**config.mk**
```make
export PLATFORM = sky130hd
export DESIGN_NAME = key_event_arbiter_flat
export DESIGN_NICKNAME = d
export VERILOG_FILES = /design/src/rtl/key_event_arbiter_if.sv /design/src/rtl/key_event_arbiter.sv /design/src/flat_wrapper.sv
export SDC_FILE = /design/constraint.sdc
export NUM_CORES = 1
export LEC_CHECK = 0
export CAP_MARGIN = 20
export CORE_ASPECT_RATIO = 1.25
export CORE_MARGIN = 2
export CORE_UTILIZATION = 60
export CTS_BUF_LIST = sky130_fd_sc_hd__clkbuf_8
export CTS_CLUSTER_SIZE = 20
export DETAILED_ROUTE_END_ITERATION = 6
export PLACE_DENSITY = 0.78
export SLEW_MARGIN = 20
export SYNTH_ARGS = -nofsm -noshare
export SYNTH_HDL_FRONTEND = slang
export SYNTH_SLANG_ARGS = --single-unit
export TNS_END_PERCENT = 1
```
**constraint.sdc**
```tcl
create_clock -name sys_clk -period 2.58 [get_ports sys_clk]
set_input_delay 0.516 -clock sys_clk [delete_from_list [all_inputs] [get_ports sys_clk]]
set_output_delay 0.516 -clock sys_clk [all_outputs]
set_load 0.05 [all_outputs]
```
**src/rtl/key_event_arbiter_if.sv**
```systemverilog
// -----------------------------------------------------------------------------
// key_event_arbiter_if
// Purpose : valid/ready event channel carrying key events from the key event
//           arbiter to the UI/control FSM.
// Signals : evt_valid  event present on evt_key/evt_type
//           evt_ready  consumer accepts when evt_valid && evt_ready at an edge
//           evt_key    index of the key that raised the event
//           evt_type   01 press, 10 release, 11 long-press
// Modports: master (event producer), slave (event consumer)
// -----------------------------------------------------------------------------
interface key_event_arbiter_if #(
   parameter int IDX_BITS = 2
) ();
   logic                evt_valid;
   logic                evt_ready;
   logic [IDX_BITS-1:0] evt_key;
   logic [1:0]          evt_type;

   modport master (
      output evt_valid,
      output evt_key,
      output evt_type,
      input  evt_ready
   );

   modport slave (
      input  evt_valid,
      input  evt_key,
      input  evt_type,
      output evt_ready
   );
endinterface

```
**src/rtl/key_event_arbiter.sv**
```systemverilog
// -----------------------------------------------------------------------------
// key_event_arbiter
// Purpose : turns NUM_KEYS debounced key levels into press / release /
//           long-press events, holds one pending event slot per key and
//           grants a single valid/ready event channel round-robin.
// Ports   : sys_clk     system clock
//           sys_rst     synchronous active-high reset
//           key_i       debounced key levels, 1 = pressed
//           evt         event channel (master side)
//           pend_o      per-key pending flag (slot non-empty)
//           overflow_o  sticky: a pending event was overwritten before grant
// -----------------------------------------------------------------------------
module key_event_arbiter #(
   parameter int NUM_KEYS  = 4,
   parameter int IDX_BITS  = 2,
   parameter int LONG_TIME = 12000000,
   parameter int CNT_BITS  = 24
) (
   input  logic                 sys_clk,
   input  logic                 sys_rst,
   input  logic [NUM_KEYS-1:0]  key_i,
   key_event_arbiter_if.master  evt,
   output logic [NUM_KEYS-1:0]  pend_o,
   output logic                 overflow_o
);

   typedef enum logic {
      ST_EMPTY = 1'b0,
      ST_FULL  = 1'b1
   } out_state_t;

   localparam logic [1:0] EV_NONE    = 2'b00;
   localparam logic [1:0] EV_PRESS   = 2'b01;
   localparam logic [1:0] EV_RELEASE = 2'b10;
   localparam logic [1:0] EV_LONG    = 2'b11;

   // Counter value at which the long-press fires, and the value just before it.
   localparam logic [CNT_BITS-1:0] CNT_LAST = CNT_BITS'(LONG_TIME - 1);
   localparam logic [CNT_BITS-1:0] CNT_PRE  = CNT_BITS'(LONG_TIME - 2);
   localparam logic [CNT_BITS-1:0] CNT_ONE  = CNT_BITS'(1);

   // ---------------------------------------------------------------------------
   // State
   // ---------------------------------------------------------------------------
   logic [NUM_KEYS-1:0] key_prev_q;
   logic [CNT_BITS-1:0] cnt_q  [NUM_KEYS];
   logic [CNT_BITS-1:0] cnt_d  [NUM_KEYS];
   logic [1:0]          slot_q [NUM_KEYS];
   logic [1:0]          slot_d [NUM_KEYS];
   logic [1:0]          new_ev [NUM_KEYS];
   logic                ovf_q;
   logic                ovf_d;

   out_state_t          state_q;
   logic [IDX_BITS-1:0] key_q;
   logic [1:0]          type_q;
   logic [IDX_BITS-1:0] rr_ptr_q;

   logic [NUM_KEYS-1:0] pend;
   logic                load;
   logic                found;
   logic [IDX_BITS-1:0] sel_idx;
   logic [NUM_KEYS-1:0] grant_vec;

   // ---------------------------------------------------------------------------
   // Pending flags come straight from the registered slots
   // ---------------------------------------------------------------------------
   always_comb begin
      for (int i = 0; i < NUM_KEYS; i++) begin
         pend[i] = (slot_q[i] != EV_NONE);
      end
   end

   // ---------------------------------------------------------------------------
   // Round-robin search: first pending slot after rr_ptr, wrapping around.
   // The pointer itself is the last slot tried, so the key granted last time
   // has the lowest priority on the next grant.
   // ---------------------------------------------------------------------------
   always_comb begin
      load      = (state_q == ST_EMPTY) || evt.evt_ready;
      found     = 1'b0;
      sel_idx   = '0;
      grant_vec = '0;
      for (int off = 1; off <= NUM_KEYS; off++) begin
         if (!found && pend[IDX_BITS'((int'(rr_ptr_q) + off) % NUM_KEYS)]) begin
            found   = 1'b1;
            sel_idx = IDX_BITS'((int'(rr_ptr_q) + off) % NUM_KEYS);
         end
      end
      if (load && found) begin
         grant_vec[sel_idx] = 1'b1;
      end
   end

   // ---------------------------------------------------------------------------
   // Edge detect, hold counters and slot update
   // ---------------------------------------------------------------------------
   always_comb begin
      ovf_d = ovf_q;
      for (int i = 0; i < NUM_KEYS; i++) begin
         // Counter runs only while pressed and saturates at LONG_TIME-1, so
         // the long-press compare below can match once per press.
         cnt_d[i] = '0;
         if (key_i[i]) begin
            cnt_d[i] = (cnt_q[i] < CNT_LAST) ? (cnt_q[i] + CNT_ONE) : cnt_q[i];
         end

         new_ev[i] = EV_NONE;
         if (key_i[i] && !key_prev_q[i]) begin
            new_ev[i] = EV_PRESS;
         end else if (!key_i[i] && key_prev_q[i]) begin
            new_ev[i] = EV_RELEASE;
         end
         if (key_i[i] && (cnt_q[i] == CNT_PRE)) begin
            new_ev[i] = EV_LONG;
         end

         slot_d[i] = slot_q[i];
         if (grant_vec[i]) begin
            slot_d[i] = EV_NONE;
         end
         // A slot being granted on this edge frees up, so writing into it is
         // not a loss.
         if (new_ev[i] != EV_NONE) begin
            slot_d[i] = new_ev[i];
            if (pend[i] && !grant_vec[i]) begin
               ovf_d = 1'b1;
            end
         end
      end
   end

   always_ff @(posedge sys_clk) begin
      if (sys_rst) begin
         key_prev_q <= '0;
         ovf_q      <= 1'b0;
         for (int i = 0; i < NUM_KEYS; i++) begin
            cnt_q[i]  <= '0;
            slot_q[i] <= EV_NONE;
         end
      end else begin
         key_prev_q <= key_i;
         ovf_q      <= ovf_d;
         for (int i = 0; i < NUM_KEYS; i++) begin
            cnt_q[i]  <= cnt_d[i];
            slot_q[i] <= slot_d[i];
         end
      end
   end

   // ---------------------------------------------------------------------------
   // Output register FSM: EMPTY / FULL with registered event fields
   // ---------------------------------------------------------------------------
   always_ff @(posedge sys_clk) begin
      if (sys_rst) begin
         state_q  <= ST_EMPTY;
         key_q    <= '0;
         type_q   <= EV_NONE;
         rr_ptr_q <= IDX_BITS'(NUM_KEYS - 1);
      end else begin
         case (state_q)
            ST_EMPTY: begin
               if (found) begin
                  state_q  <= ST_FULL;
                  key_q    <= sel_idx;
                  type_q   <= slot_q[sel_idx];
                  rr_ptr_q <= sel_idx;
               end
            end
            ST_FULL: begin
               // Reloading in the accept cycle keeps grants back-to-back.
               if (evt.evt_ready) begin
                  if (found) begin
                     key_q    <= sel_idx;
                     type_q   <= slot_q[sel_idx];
                     rr_ptr_q <= sel_idx;
                  end else begin
                     state_q <= ST_EMPTY;
                  end
               end
            end
            default: state_q <= ST_EMPTY;
         endcase
      end
   end

   assign evt.evt_valid = (state_q == ST_FULL);
   assign evt.evt_key   = key_q;
   assign evt.evt_type  = type_q;
   assign pend_o        = pend;
   assign overflow_o    = ovf_q;

endmodule

```
**src/flat_wrapper.sv**
```systemverilog
// flat-port wrapper written by rule: the top's interface ports become plain ports
module key_event_arbiter_flat 
#(
   parameter int NUM_KEYS  = 4,
   parameter int IDX_BITS  = 2,
   parameter int LONG_TIME = 12000000,
   parameter int CNT_BITS  = 24
)
  (sys_clk, sys_rst, key_i, pend_o, overflow_o, evt_evt_valid, evt_evt_key, evt_evt_type, evt_evt_ready);
  key_event_arbiter_if #(.IDX_BITS(IDX_BITS)) evt_i ();
  input  logic sys_clk;
  input  logic sys_rst;
  input  logic [NUM_KEYS-1:0] key_i;
  output logic [NUM_KEYS-1:0] pend_o;
  output logic overflow_o;
  output wire logic [$bits(evt_i.evt_valid)-1:0] evt_evt_valid;
  output wire logic [$bits(evt_i.evt_key)-1:0] evt_evt_key;
  output wire logic [$bits(evt_i.evt_type)-1:0] evt_evt_type;
  input wire logic [$bits(evt_i.evt_ready)-1:0] evt_evt_ready;
  assign evt_evt_valid = evt_i.evt_valid;
  assign evt_evt_key = evt_i.evt_key;
  assign evt_evt_type = evt_i.evt_type;
  assign evt_i.evt_ready = evt_evt_ready;
  key_event_arbiter #(.NUM_KEYS(NUM_KEYS), .IDX_BITS(IDX_BITS), .LONG_TIME(LONG_TIME), .CNT_BITS(CNT_BITS)) u_core (.sys_clk(sys_clk), .sys_rst(sys_rst), .key_i(key_i), .evt(evt_i), .pend_o(pend_o), .overflow_o(overflow_o));
endmodule
```
==> flow_summary.json <==
{
  "status": "completed",
  "period_minus_slack_ns": 2.42,
  "post-route-period-util_pct": 93.9,
  "route.vias.total": 5302,
  "regToRegSetupSlack_ns": 0.32,
  "avgSynthCellArea_sq_um": 8.29,
  "worstPathMaxFanout": 5,
  "io_buffers": 16,
  "drive_above_1_share_pct": 8.39,
  "rr_startpoint": "u_core.cnt_q[0][13]",
  "final_hold_viol_count": 0,
  "antenna_found_initial": 0,
  "cellLeakagePower_uw": 0.00224,
  "max_freq_ghz": 0.413,
  "synth_warnings": 0,
  "via_per_inst": 5.96,
  "layout_common_cells": "dfxtp_1, nor2_1, nand2_1",
  "yosysSeqAreaShare_pct": 38.5,
  "worstSetupPathType": "flip-flop to primary output",
  "grt_pass1_wl_um": 21900,
  "peakVddDrop_mv": 0.383,
  "drv_slew": 0,
  "hp-class": "flip-flop to flip-flop",
  "die_x_um": 93.6,
  "netlist_area_sq_um": 6020,
  "die_area_sq_um": 10900,
  "n_antenna_cell": 0,
  "synthCells": 727,
  "rows": 40,
  "ios": 17,
  "cp.arrival_ns": 1.91,
  "synth_edf_count": 0,
  "slew_headroom_pct": 53.5,
  "routedWlPerCell_um": 14.4,
  "hpwl_um": 9140,
  "grt_overflow": 0,
  "mostFrequentLayoutCell": "dfxtp_1",
  "worstSetupEndpointType": "primary output",
  "hold_path_depth": 2,
  "htreeDepth": 4,
  "holdPathEnd": "u_core.cnt_q[1][23]",
  "drc": 0,
  "holdWs_ns": 0.471,
  "nets": 765,
  "rsz0062_at_grt": "false",
  "drt-pass1-iter-count": 6,
  "tightest_slew_ns": 0.694,
  "cts_hold_buf": 0,
  "synth_top_flop_cell": "dfxtp_1",
  "syn_to_final_growth_pct": 10.6,
  "core_area_sq_um": 9710,
  "grt_pass1_vias": 5037,
  "start_kind": "flip-flop",
  "synthArstFlopShare_pct": 0,
  "cts.sinks": 116,
  "numCtsBuffers": 17,
  "power_density_nw_per_um2": 552,
  "gp_congestion": 0.881,
  "antenna_left": 0,
  "insertion_delay_ns": 0.43,
  "fin_setup_tns_ns": 0,
  "cts_buffer_depth": 2,
  "skew_ns": 0.0112,
  "grt_max_degree": 23,
  "wirelength_um": 12800,
  "hold_start": "u_core.cnt_q[1][23]",
  "r2r_cells": 6,
  "cts_tree": "built",
  "cts.repair.resized": 0,
  "syn-num-nets": 742,
  "post_cts_buffers": 0,
  "clkSlewWorstSetupHoldPaths_ns": 0.06,
  "setup_viol_count_final": 0,
  "initial_core_util_pct": 62.0,
  "synth.distinct_cells": 72,
  "required_ns": 2.06,
  "cts-root-buf": "clkbuf_8",
  "drtIter0Drc": 204,
  "synth-seq-cells": 116,
  "r2r-end": "u_core.cnt_q[0][21]",
  "maxCapViolations": 0,
  "die_h_um": 116,
  "grt_usage_pct": 24.6
}
flip-flops by register name (all words and copies together) (netlist names):
register / count
u_core.cnt_q: 96
u_core.slot_q: 8
u_core.key_prev_q: 4
u_core.evt.evt_key: 2
u_core.evt.evt_type: 2
u_core.rr_ptr_q: 2
u_core.evt.evt_valid: 1
u_core.overflow_o: 1
logic make-up (layout without fill, tap and decap cells):
kind of cell,after synthesis,in the layout,share of synthesized area [%]
AOI/OAI and AO/OA,142,142,15.2
buffers and inverters,53,89,3.70
xor gates and xnor gates,53,53,7.71
adders and majority gates,12,12,2.33
DFF,116,116,38.5
and+or+nand+nor,347,347,31.9
muxes,4,4,0.685
synth_stat cells, types with 5 or more instances:
cell / count / area (sq um)
a21oi_1: 48 / 240
and3_1: 16 / 100
xnor2_1: 21 / 184
and4_1: 8 / 70.1
a31oi_1: 5 / 31.3
dfxtp_1: 116 / 2320
inv_1: 27 / 101
nor4_1: 7 / 43.8
nand3_1: 39 / 195
nor2b_1: 5 / 31.3
nand2b_1: 11 / 68.8
xor2_1: 32 / 280
a211oi_1: 5 / 37.5
nor3_1: 18 / 90.1
or4_1: 7 / 52.6
nand2_1: 54 / 203
clkbuf_1: 17 / 63.8
or3_1: 25 / 156
o31ai_1: 6 / 45.0
ha_1: 8 / 100
nor2_1: 77 / 289
o21a_1: 10 / 75.1
o211ai_1: 7 / 52.6
nand4_1: 34 / 213
and2_1: 11 / 68.8
o21ai_0: 34 / 170
final cells by class:
| cell class | count | area (sq um) |
|---|---|---|
| Inverter | 29 | 109 |
| Tap cell | 126 | 158 |
| Fill cell | 792 | 3050 |
| Clock buffer | 22 | 303 |
| Clock inverter | 10 | 42.5 |
| Sequential cell | 116 | 2320 |
| Multi-Input combinational cell | 558 | 3480 |
| Timing Repair Buffer | 28 | 250 |
worst max-delay path by stage:
stage	to	from	cells after the start
floorplan	u_core.overflow_o	u_core.slot_q[1][0]	8
global placement	u_core.overflow_o	key_i[3]	6
detailed placement	u_core.overflow_o	key_i[3]	6
CTS	pend_o[2]	u_core.slot_q[2][1]	3
global route	pend_o[2]	u_core.slot_q[2][1]	3
finish	pend_o[2]	u_core.slot_q[2][1]	3
stage by stage:
stage               utilization (%)  instance area, sq um  setup WS, ns  instances  total power (uW)
floorplan                         -                  6020         0.315        727              2170
global placement               65.1                  6320         0.424        857              2270
detailed placement             65.1                  6320         0.363        857              2280
CTS                            68.6                  6660         0.140        889              3700
global route                   68.6                  6660        0.0217        889              3830
finish                         68.6                  6660         0.156        889              3680
per-layer routing:
layer	wire [um]	track usage (%)
met1	5690	28.6
met2	6460	43.9
met3	420	5.79
met4	230	9.28
met5	0	0
where the power goes:
part	internal [uW]	total, uW	switching [uW]	leakage (uW)
Combinational	132	375	243	0.00109
Clock	764	1440	672	0.000206
Sequential	1830	1870	39.9	0.000940
Total	2730	3680	955	0.00224
critical path, cell delays in order (launching register included):
cell	delay, ns
dfxtp_1	0.32
nor2_1	0.29
inv_1	0.15
clkdlybuf4s50_1	0.73
Power figures use the tool's default switching activity.
